`src/rtl/pc_fetch_unit.sv`:
```
// pc_fetch_unit: owns the architectural PC and runs instruction-memory fetches.
//
// Build option: define FETCH_PERF_EN to add the fetch_count / stall_cycles
// performance counter outputs. Without it neither port nor counter exists.
//
// Ports:
//   clk            in   clock, all state updates on the rising edge
//   reset          in   synchronous active-high reset
//   address_in     in   next PC from the adder (PC+4 or branch target)
//   pc_out         out  current PC, feeds the adder
//   stall          in   holds off new fetch requests (IDLE/OUT exits only)
//   imem_req_valid out  fetch request valid
//   imem_req_ready in   instruction memory accepts the request
//   imem_addr      out  fetch address (equals pc_out)
//   imem_rsp_valid in   response data valid (only honoured in WAIT)
//   imem_rsp_data  in   fetched instruction word
//   instr_valid    out  instruction available to decode
//   instr_ready    in   decode accepts the instruction
//   instr_out      out  registered instruction
//   instr_pc       out  PC of instr_out
//   fetch_error    out  one-cycle pulse on fetch timeout
//   fetch_count    out  (FETCH_PERF_EN) saturating count of decode handshakes
//   stall_cycles   out  (FETCH_PERF_EN) saturating count of stalled IDLE cycles
module pc_fetch_unit #(
  parameter int unsigned       ADDR_W   = 8,
  parameter int unsigned       INSTR_W  = 32,
  parameter logic [ADDR_W-1:0] RESET_PC = '0,
  parameter int unsigned       MAX_WAIT = 15
) (
  input  logic               clk,
  input  logic               reset,
  input  logic [ADDR_W-1:0]  address_in,
  output logic [ADDR_W-1:0]  pc_out,
  input  logic               stall,
  output logic               imem_req_valid,
  input  logic               imem_req_ready,
  output logic [ADDR_W-1:0]  imem_addr,
  input  logic               imem_rsp_valid,
  input  logic [INSTR_W-1:0] imem_rsp_data,
  output logic               instr_valid,
  input  logic               instr_ready,
  output logic [INSTR_W-1:0] instr_out,
  output logic [ADDR_W-1:0]  instr_pc,
  output logic               fetch_error
`ifdef FETCH_PERF_EN
  ,
  output logic [15:0]        fetch_count,
  output logic [15:0]        stall_cycles
`endif
);

  typedef enum logic [1:0] {
    ST_IDLE,
    ST_REQ,
    ST_WAIT,
    ST_OUT
  } state_t;

  // WAIT lasts MAX_WAIT cycles: counter values 0 .. MAX_WAIT-1, timeout taken
  // on the edge where the counter would reach MAX_WAIT.
  localparam logic [7:0] TIMEOUT_CNT = 8'(MAX_WAIT - 1);

  state_t              state_q;
  logic [ADDR_W-1:0]   pc_q;
  logic                req_valid_q;
  logic                instr_valid_q;
  logic [INSTR_W-1:0]  instr_q;
  logic [ADDR_W-1:0]   instr_pc_q;
  logic                fetch_error_q;
  logic [7:0]          wait_cnt_q;

  always_ff @(posedge clk) begin
    if (reset) begin
      state_q       <= ST_IDLE;
      pc_q          <= RESET_PC;
      req_valid_q   <= 1'b0;
      instr_valid_q <= 1'b0;
      instr_q       <= '0;
      instr_pc_q    <= '0;
      fetch_error_q <= 1'b0;
      wait_cnt_q    <= '0;
    end else begin
      fetch_error_q <= 1'b0;
      case (state_q)
        ST_IDLE: begin
          if (!stall) begin
            state_q     <= ST_REQ;
            req_valid_q <= 1'b1;
          end
        end
        ST_REQ: begin
          if (imem_req_ready) begin
            state_q     <= ST_WAIT;
            req_valid_q <= 1'b0;
            wait_cnt_q  <= '0;
          end
        end
        ST_WAIT: begin
          wait_cnt_q <= wait_cnt_q + 8'd1;
          // A response arriving on the timeout cycle takes priority.
          if (imem_rsp_valid) begin
            state_q       <= ST_OUT;
            instr_q       <= imem_rsp_data;
            instr_pc_q    <= pc_q;
            instr_valid_q <= 1'b1;
          end else if (wait_cnt_q == TIMEOUT_CNT) begin
            state_q       <= ST_REQ;
            req_valid_q   <= 1'b1;
            fetch_error_q <= 1'b1;
          end
        end
        ST_OUT: begin
          if (instr_ready) begin
            pc_q          <= address_in;
            instr_valid_q <= 1'b0;
            if (stall) begin
              state_q <= ST_IDLE;
            end else begin
              state_q     <= ST_REQ;
              req_valid_q <= 1'b1;
            end
          end
        end
        default: begin
          state_q <= ST_IDLE;
        end
      endcase
    end
  end

  assign pc_out         = pc_q;
  assign imem_addr      = pc_q;
  assign imem_req_valid = req_valid_q;
  assign instr_valid    = instr_valid_q;
  assign instr_out      = instr_q;
  assign instr_pc       = instr_pc_q;
  assign fetch_error    = fetch_error_q;

`ifdef FETCH_PERF_EN
  logic [15:0] fetch_count_q, fetch_count_d;
  logic [15:0] stall_cycles_q, stall_cycles_d;

  always_comb begin
    fetch_count_d  = fetch_count_q;
    stall_cycles_d = stall_cycles_q;
    if ((state_q == ST_OUT) && instr_ready && (fetch_count_q != 16'hFFFF)) begin
      fetch_count_d = fetch_count_q + 16'd1;
    end
    if ((state_q == ST_IDLE) && stall && (stall_cycles_q != 16'hFFFF)) begin
      stall_cycles_d = stall_cycles_q + 16'd1;
    end
  end

  always_ff @(posedge clk) begin
    if (reset) begin
      fetch_count_q  <= '0;
      stall_cycles_q <= '0;
    end else begin
      fetch_count_q  <= fetch_count_d;
      stall_cycles_q <= stall_cycles_d;
    end
  end

  assign fetch_count  = fetch_count_q;
  assign stall_cycles = stall_cycles_q;
`endif

endmodule

```
`config.mk`:
```
export PLATFORM = sky130hd
export DESIGN_NAME = pc_fetch_unit
export DESIGN_NICKNAME = d
export VERILOG_FILES = /design/src/rtl/pc_fetch_unit.sv
export SDC_FILE = /design/constraint.sdc
export NUM_CORES = 1
export LEC_CHECK = 0
export CAP_MARGIN = 20
export CELL_PAD_IN_SITES_DETAIL_PLACEMENT = 2
export CELL_PAD_IN_SITES_GLOBAL_PLACEMENT = 2
export CORE_ASPECT_RATIO = 0.75
export CORE_MARGIN = 1
export CORE_UTILIZATION = 23
export DETAILED_ROUTE_END_ITERATION = 10
export GPL_TIMING_DRIVEN = 0
export PLACE_DENSITY = 0.9
export SETUP_SLACK_MARGIN = 0.2
export SLEW_MARGIN = 10
export SYNTH_ARGS = -nofsm -noshare
export SYNTH_HDL_FRONTEND = slang
export SYNTH_SLANG_ARGS = --single-unit
export TNS_END_PERCENT = 1
```
`constraint.sdc`:
```
create_clock -name clk -period 1.5 [get_ports clk]
set_input_delay 0.3 -clock clk [delete_from_list [all_inputs] [get_ports clk]]
set_output_delay 0.3 -clock clk [all_outputs]
set_load 0.02 [all_outputs]
```
# Yosys cells after proc, flatten, opt, wreduce, memory -nomap -nowiden
# Cells that the tools add are included.
[totals] ff_bits=61 out_inout_bits=59
[classes] muxes=19 n_eq_ne=11 n_addsub=1 reduce_logical=10 bitwise_logic=1
[op_table] operator="case mux 8 bit (2 select lines)" n=1
[op_table] operator="inequality test 2 bit (second input constant)" n=6
[op_table] operator="2-to-1 mux 2 bit" n=5
[op_table] operator="2-to-1 mux 1 bit" n=9
[op_table] operator="adder 8 x 1 -> 8 bit (second input constant)" n=1
[op_table] operator="equality test 8 x 4 -> 1 bit (second input constant)" n=1
[op_table] operator="2-to-1 mux 8 bit" n=1
[op_table] operator="case mux 2 bit (4 select lines)" n=1
[op_table] operator="AND reduction 4 bit" n=2
[op_table] operator="AND reduction 2 bit" n=3
[op_table] operator="equality test 2 bit (second input constant)" n=2
[op_table] operator="case mux 1 bit (4 select lines)" n=1
[op_table] operator="nonzero test 2 bit" n=2
[op_table] operator="inequality test 3 bit (second input constant)" n=1
[op_table] operator="AND reduction 3 bit" n=1
[op_table] operator="OR reduction 3 bit" n=1
[op_table] operator="equality test 2 x 1 -> 1 bit (second input constant)" n=1
[op_table] operator="logical NOT 2 bit" n=1
[op_table] operator="case mux 1 bit (2 select lines)" n=1
[op_table] operator="inverter 1 bit" n=1

# Logic depth before layout (Yosys ltp)
[depth] word_depth=4 mapped_depth=6

# Worst setup path after synthesis
# No wires, ideal clock.
[synth_path] path_kind="register to register" startpoint="register wait_cnt_q[0]" endpoint="register wait_cnt_q[4]" setup_time_ns=0.070 t_required_ns=1.430 n_path_buf=0 slack_ns=0.268 stages_incl_launch_ff=5 t_arrival_ns=1.162 path_cell_list="dfxtp_1 ha_1 nand3b_4 or3_1 a21oi_1"
[synth_between] elab_chain_cells=2
[synth_lines] element="start, declared" line="70" rtl="logic [7:0] wait_cnt_q;"
[synth_lines] element="start signal, assigned" line="99" rtl="wait_cnt_q <= wait_cnt_q + 8'd1;"
[synth_lines] element="adder 8 x 1 -> 8 bit" line="99"
[synth_lines] element="case mux 8 bit (2 select lines)" line="84" rtl="case (state_q)"
# Every way passes these cells.
# A chain may end at the register's enable or synchronous reset.

# Worst setup path in the final report
[layout_path] startpoint="register instr_q[3] (netlist: instr_out[3])" endpoint="output instr_out[3]"
[layout_lines] element="start, declared" line="67" rtl="logic [INSTR_W-1:0] instr_q;"
[layout_lines] element="start signal, assigned" line="103" rtl="instr_q <= imem_rsp_data;"
[layout_lines] element="end, declared" line="42" rtl="output logic [INSTR_W-1:0] instr_out,"
# No word-level cell between the ends.

==> out/metrics.cfg <==
[timing]
tightest_slew_ps=347
finalCritPeriodShare_pct=89.4
hold_ws_ps=462
skew_ps=6.32
layout_setup_ws_ps=160
tns_ps=0
slew_headroom_pct=76.7
period_minus_slack_ps=1340
fmax_ghz=0.746
setup_viol=0
slew_violations=0
grt_setup_unrepaired=true
hold_viol=0

[worst_setup_path]
required_ps=1200
crit_type=flop to output port
critical_path_arrival_ps=1040
worstPathMaxFanout=2
critPathLaunchType=flop
slowest_stage=dfxtp_1
crit_cells=1
cp_top_family=flip-flops
crit_path_end_kind=output port
crit_buf_inv=1
max_stage_delay_ps=360
regToRegSetupSlack_ps=180
reg2reg_depth=4
cp_cell_sequence=dlygate4sd2_1

[detailed_routing]
via_per_inst=4.70
wirelength_um=10300
wl_per_cell_um=18.4
first_iter_violations=108
drt.antenna.violating_nets=0
drt_first_pass_iters=4
num_vias=2625
drc=0

[cells_and_area]
flow.area_growth_from_synthesis_pct=78.7
nNetsFinal=466
drive_gt1_share_pct=42.6
n_antenna_cell=0
final_area_mm2=0.00439
mostFrequentLayoutCell=nand2_1
mostFrequentLayoutCells=61 x nand2_1, 47 x dfxtp_1, 43 x clkdlybuf4s50_1
fin_util_pct=42.5

[placement]
place_ws_ps=-538
io_buffers=104
dpl_cell_area_mm2=0.00367
gp_congestion=0.763
hpwl_um=6600

[logic_synthesis]
synth_fp_nets=348
synth-edff-count=0
synth_top_family_by_area=simple AND/OR/NAND/NOR gates
yosys_warnings=0
ys_seq_elements=61
synth_compound_area_share_pct=17.7
synth_area_leaders=dfxtp_1 50%, nand2_1 15%, a21oi_1 12%, buf_4 2.4%, buf_2 2.0%
syn-instance-count=300
yosysTopAreaCellShare_pct=49.7
synth_area_per_cell_um2=8.20
ys_seq_area_share_pct=49.7
synth_async_sr_flop_share_pct=0
synth-main-ff-cell=dfxtp_1
synth_mux_area_share_pct=0.407
yosysTopAreaCell=dfxtp_1
ys_types=37
syn-cell-area_mm2=0.00246
synthSimpleGateAreaFrac_pct=23.8
synthAdderAreaFrac_pct=1.02
synth_xor_area_share_pct=0

[clocking]
cts-root-buf=clkbuf_16
clock_path_buffers=2
tritoncts=done
cts_made_buffers=9
htreeDepth=3
clk_pin_slew_ps=50
clock_latency_ps=340
clkSinkCount=61

[min_path]
hold_class=flop to flop
hold_depth=2

[global_route]
grt_pass1_vias=2960
grt_max_degree=12
gr-usage-all-layers_pct=18.8
grt_overflow=0
busiest_layer=met2
met2_usage_pct=34.6
grt_pass1_wl_um=15800
use_met3_pct=4.77
antenna_found_initial=0
grt_use_met1_pct=20.1

[die]
die_area_mm2=0.0111
coreArea_mm2=0.0103
io_pins=105
floorplan.initialDensity_pct=23.8
die_x_um=121
die_h_um=91.5
num_rows=32

[pwr]
power_density_mw_per_mm2=1110
cellLeakagePower_nw=1.61
ir_drop_mv=0.507

[status]
status=finished clean

[run]
maxCapViolCount=0

-- Yosys cell counts, types with 3 or more instances --
cell,number
nand3_1,4
nand2_1,99
inv_1,5
a21oi_1,60
o211ai_1,4
clkbuf_1,6
nor4_1,3
or3_1,4
dfxtp_1,61
buf_4,8
nor2_1,4
buf_2,10
-- per-layer routing --
layer | up-vias | share of wire (%)
li1 | 1240 | -
met1 | 1291 | 40
met2 | 77 | 53
met3 | 17 | 5.1
met4 | 0 | 1.8
met5 | - | 0
-- metrics by stage --
step	instances	total power [mW]
CTS	556	4.87
global placement	540	2.50
global route	559	5.04
finish	559	4.89
floorplan	300	2.17
detailed placement	540	2.54
-- report_power, final --
| part | switching (mW) | total, mW | internal, mW |
|---|---|---|---|
| clock | 0.784 | 2.23 | 1.45 |
| sequential | 0.0825 | 1.78 | 1.70 |
| combinational | 0.466 | 0.872 | 0.406 |
| total | 1.33 | 4.89 | 3.56 |
-- cells by family after synthesis --
family          Yosys count
simple gates            127
mux                       1
buf+inv                  32
compound gates           77
fa+ha+maj                 2
flops                    61
-- final timing paths --
check                    start           end
setup / recovery  instr_out[3]  instr_out[3]
hold / removal    instr_out[2]  instr_out[2]
setup reg to reg    state_q[0]    state_q[1]
hold reg to reg   instr_out[2]  instr_out[2]
-- flip-flops by register name, indices dropped and copies added (netlist names) --
signal / count
instr_out: 32
imem_addr: 8
instr_pc: 8
wait_cnt_q: 8
state_q: 2
fetch_error: 1
imem_req_valid: 1
instr_valid: 1
-- repair_timing --
action	CTS	global route
gates resized for setup	275	17
gates cloned	0	0
hold buffers	0	0
endpoints found under the setup margin	116	88
pin swaps	76	1
setup buffers	0	3
-- tightest hold or removal path: stages (launching register included) --
cell	delay, ps
dfxtp_1	310
nand2_2	70
a21oi_2	40
-- cell type report --
class	count	area (µm²)
tap	136	170
buffer	27	250
clock buffer	10	229
inverter	5	18.8
multi-input combinational	207	1350
clock inverter	6	87.6
sequential	61	1250
fill	1123	5940
timing repair buffer	107	1040
Power figures use the tool's default switching activity.
==> edit 1: new RTL, config.mk and constraints unchanged <==
Change the parameter `ADDR_W` from 8 to 7.
--- a/src/rtl/pc_fetch_unit.sv
+++ b/src/rtl/pc_fetch_unit.sv
@@ -22,7 +22,7 @@
 //   fetch_count    out  (FETCH_PERF_EN) saturating count of decode handshakes
 //   stall_cycles   out  (FETCH_PERF_EN) saturating count of stalled IDLE cycles
 module pc_fetch_unit #(
-  parameter int unsigned       ADDR_W   = 8,
+  parameter int unsigned       ADDR_W   = 7,
   parameter int unsigned       INSTR_W  = 32,
   parameter logic [ADDR_W-1:0] RESET_PC = '0,
   parameter int unsigned       MAX_WAIT = 15
Ports: changed (resized address_in, imem_addr, instr_pc and pc_out); port bits go from 105 to 101. The function was not compared with the original's and may differ.
==> edit 1 against the original RTL <==
  * Area after synthesis down 2.3%
  * Design area decreased by 9.9%
  * Global-route usage fell by 1.3 points
  * Via count fell by 4.1%
  * Critical path type is now register to register
  * Worst hold slack worse by 0.0091 ns
  * Sequential cell count down 2
  * Routed wire length down 7.4%
  * Setup slack worse by 0.063 ns
  * Critical path depth rose by 4
  * Total power decreased by 15%
  * Clock skew decreased by 0.0018 ns
  * Non-clock buffer count down 5
  * Sequential share of layout area is 1.8 points higher
  * Synthesized cell count fell by 4.3%
==> edit 1: results (changes against the original RTL) <==
The tools report the number of distinct library cells after synthesis as 42 (+14%). The maximum number of pins on one net before global-route repair was 11 (-1). After synthesis, the cell types taking the most area are dfxtp_1 (49%), nand2_1 (13%), a21oi_1 (9.4%), mux2i_1 (4.2%), buf_4 (2.2%). The worst setup timing slack at the placement stage was -0.551 ns (-0.0137 ns). Setup slack of the worst register-to-register path: 0.1 ns (-0.08 ns). By count the netlist is led by nand2_1 (82), dfxtp_1 (59), a21oi_1 (45), nor2_1 (11).

The portion of the layout cell area used by clock cells is 7.08% (-0.13 points), and the instance count of the mapped netlist is 287 (-4.3%). For the proportion of synthesized chip area in sequential cells, the log shows 49.2% (-0.50 points). The ratio of final minimum period to clock period is 93.6% (+4.2 points), and the fraction of area in non-clock buffers is 29.6% (+0.31 points).

The worst hold margin is 0.453 ns (-0.00908 ns), and the wire length reported by the detailed router is 9500 microns (-7.4%). The power consumption came out at 4.16 mW (-15%). The global-route usage over all layers is 17.5% (-1.3 points).

The count of input and output buffers came out at 100 (-3.8%). For the iteration-0 DRC count of the detailed router, the log shows 99 (-8.3%). Broken down by cell family, the worst path's largest delay share belongs to compound AO/OA/AOI/OAI gates.

The first-pass GRT wire length came out at 14700 microns (-7.3%). The layout multi-input combinational cell count was 200 (-3.4%); the number of sinks handled by clock tree synthesis was 59 (-3.3%). The tools report the total combinational power as 0.554 mW (-36%). For the HPWL after detailed placement, the log shows 6570 microns (-0.36%).

The number of global-route vias before repair was 2785 (-5.9%); the met2 global-route usage was 31.2% (-3.4 points). Placed instance area: 3600 sq um (-1.8%). The cell count of the worst reg-to-reg path came out at 5 (+1). The ratio of cells with drive above 1 in the final layout came out at 22.4% (-20 points).

The post-detailed-route wirelength per cell was 17.7 microns (-3.7%); the sequential portion of the cell area was 30.2% (+1.8 points). The worst max-slew margin expressed relative to the limit came out at 69.2% (-7.5 points). The endpoint of the worst-slack reg-to-reg timing path is state_q[0]. The clock latency reported for the late side of the worst-skew pair is 0.32 ns (-0.02 ns), and the peak per-stage delay on the critical path is 0.39 ns (+0.03 ns). The startpoint of the worst-slack reg-to-reg timing path was wait_cnt_q[0].

The count of inverters not on the clock network in the layout is 2 (-3). The arrival time at the worst endpoint is 1.61 ns (+0.57 ns), and the final worst clock skew is 0.00454 ns (-0.00179 ns). The endpoint kind of the worst setup timing path was a register. The tools report the number of instances in the placed design as 519 (-3.9%). The run gives 46.5% (+0.8 points) as the proportion of power drawn by the clock network.

The run gives 19.4% (-0.61 points) as the global-route track usage on met1. The run finished with clean final reports. The non-clock buffer instance count of the final layout is 129 (-3.7%).

For the filler cell count in the final layout, the log shows 1128 (+0.45%).
edit 1: cell types whose count changed after synthesis, moves of 3 or more:
cell and delta:
nor2b_1 +3, clkbuf_1 +4, nand2_1 -17, nand3_1 +3, nor2_1 +7, inv_1 -4, nand4b_1 +3, a21oi_1 -15
or3_1 -4, mux2i_1 +9
edit 1: repair_timing:
action	4_1_cts	5_1_grt
endpoints found under the setup margin	115	82
resized for setup	150	20
buffers inserted	0	3
pin swaps	5	4
edit 1: per-layer routing:
metal	part of all wire, %	up-vias
li1	-	1197
met1	41	1236
met2	51	74
met3	6.4	10
met4	1.0	0
met5	0	-
edit 1: cell families after synthesis:
kind of cell,count (synthesis),synth area share [%]
compound gates,58,14.2
xor+xnor,1,0.365
fa+ha+maj,2,1.04
buf+inv,28,5.89
flops,59,49.2
mux,10,4.17
simple gates,129,25.2
edit 1: worst reg2reg max path, cell delays in order, from the launching register on:
cell	delay, ns
dfxtp_4	0.39
inv_2	0.04
ha_2	0.17
and3_4	0.18
a211o_1	0.28
a32o_1	0.23
==> edit 2: new RTL, config.mk and constraints unchanged <==
Without the edit above. Re-encode `state_t` (4 states) as one-hot, 4 bits wide.
--- a/src/rtl/pc_fetch_unit.sv
+++ b/src/rtl/pc_fetch_unit.sv
@@ -49,11 +49,11 @@
 `endif
 );
 
-  typedef enum logic [1:0] {
-    ST_IDLE,
-    ST_REQ,
-    ST_WAIT,
-    ST_OUT
+  typedef enum logic [3:0] {
+    ST_IDLE = 4'b0001,
+    ST_REQ  = 4'b0010,
+    ST_WAIT = 4'b0100,
+    ST_OUT  = 4'b1000
   } state_t;
 
   // WAIT lasts MAX_WAIT cycles: counter values 0 .. MAX_WAIT-1, timeout taken
Function: no difference found for any inputs over 10 cycles, from zero or initial values and one cycle with reset high; not proved beyond that.
==> edit 2 against the original RTL <==
  * The run now ends with negative setup slack left
  * Sequential cell count up 2
  * Area after synthesis is 5.1% higher
  * Global-route usage decreased by 0.31 points
  * Total power grew 2.0%
  * Register-to-register slack worse by 0.47 ns
  * Synthesized cell count increased by 6.0%
  * Routed wire length is 3.8% higher
  * First-iteration DRC count down 3.7%
  * Setup slack got worse by 0.45 ns
  * Design area shrank 3.9%
  * Critical path type is now register to register
==> edit 2: results (changes against the original RTL) <==
For the iteration-0 DRC count of the detailed router, the log shows 104 (-3.7%). The final sum of negative setup slack came out at -14.59 ns (-14.59 ns). Ratio of cells with drive above 1 in the final layout: 26.4% (-16 points). The instance count of the mapped netlist was 318 (+6.0%); the first-pass GRT wire length was 16600 microns (+4.8%). By area the synthesized netlist is led by dfxtp_1 (49%), nand2_1 (13%), a21oi_1 (11%), buf_4 (4.1%), nand3_1 (2.5%). The cell count of the worst reg-to-reg path is 8 (+4), and the arrival time at the worst endpoint is 2.04 ns (+1.00 ns). The flow ran to the end, but the final reports show violations. The number of instances in the placed design was 561 (+3.9%); the post-route worst setup slack was -0.290 ns (-0.450 ns). The final worst clock skew was 0.00536 ns (-0.000968 ns); the switching power share of the total was 28.2% (+0.90 points). The worst setup timing slack at the placement stage is -0.496 ns (+0.0420 ns), and the detailed-route vias per instance is 4.78 (+1.7%). The tools report the peak supply drop as 606 uV (+20%). Wire length reported by the detailed router: 10600 microns (+3.8%).

The start point of the critical path is state_q[0]. The tools report the global-route usage over all layers as 18.5% (-0.31 points). The placed instance area was 3810 sq um (+3.8%).

In this run the worst setup path terminates at instr_out[15]. The final layout net count is 490 (+5.2%). The endpoint kind of the worst setup timing path is a register.

The checks that failed: negative setup slack. The tools report the proportion of synthesized chip area in sequential cells as 48.8% (-0.88 points). The net count after synthesis is 366 (+5.2%). The logs give 62 (+62) for the final count of negative-setup-slack endpoints and 1.57 nW (-2.5%) for the leakage power total. For the number of distinct library cells after synthesis, the log shows 39 (+5.4%). The critical-path maximum fanout came out at 7 (+5).
[edit 2: critical path: stages (launching register included)]
cell     delay, ns
dfxtp_1       0.31
buf_6         0.13
or4b_4        0.53
buf_6         0.15
nor2_4        0.11
buf_12        0.15
buf_4         0.15
nand2_1       0.06
a21oi_1       0.13
[edit 2: how the worst min path moves through the flow]
stage                              start       endpoint  slack (ns)
after global placement     instr_out[19]  instr_out[19]        0.44
after global routing               reset     state_q[0]        0.47
after detailed placement     instr_pc[4]    instr_pc[4]        0.45
after floorplan           imem_rsp_valid    fetch_error        0.38
final                        instr_pc[4]    instr_pc[4]        0.46
after CTS                          reset     state_q[0]        0.43
[edit 2: area by class of cell]
cell class / instances / area, sq um
fillers: 1190 / 6720
flip-flops and latches: 63 / 1270
multi-input cells: 222 / 1270
repair buffers: 113 / 972
clock buffers: 11 / 243
plain buffers: 30 / 229
well taps: 140 / 175
clock inverters: 5 / 57.6
inverters: 3 / 11.3
[edit 2: cells by family (layout without fill, tap and decap cells)]
family                   Yosys count  in the layout  share of synthesized area, %
multiplexers                       1              1                         0.387
buffers and inverters             33            162                          7.02
AO/OA/AOI/OAI                     71             71                          15.6
adder cells (fa/ha/maj)            2              2                         0.968
XOR/XNOR                           2              2                         0.678
AND/OR/NAND/NOR                  146            146                          26.5
flip-flops                        63             63                          48.8
[edit 2: power groups by stage]
| stage | clock, mW | sequential, mW | combinational, mW |
|---|---|---|---|
| floorplan | 0 | 1.89 | 0.497 |
| global placement | 0 | 1.84 | 0.879 |
| detailed placement | 0 | 1.85 | 0.915 |
| CTS | 2.15 | 1.81 | 0.968 |
| global route | 2.24 | 1.82 | 1.14 |
| finish | 2.11 | 1.81 | 1.06 |
[edit 2: repair_timing]
action	in CTS	in global routing
pin swaps	7	1
endpoints found under the hold margin	0	0
setup buffers	4	4
hold buffers	0	0
cloned	2	0
endpoints found under the setup margin	122	105
resized for setup	131	51
[edit 2: layer usage]
| layer | GRT usage [%] | routed length (microns) |
|---|---|---|
| met2 | 32.9 | 5320 |
| met1 | 22.1 | 4700 |
| met3 | 4.84 | 523 |
| met4 | 4.92 | 99 |
| met5 | 0 | 0 |
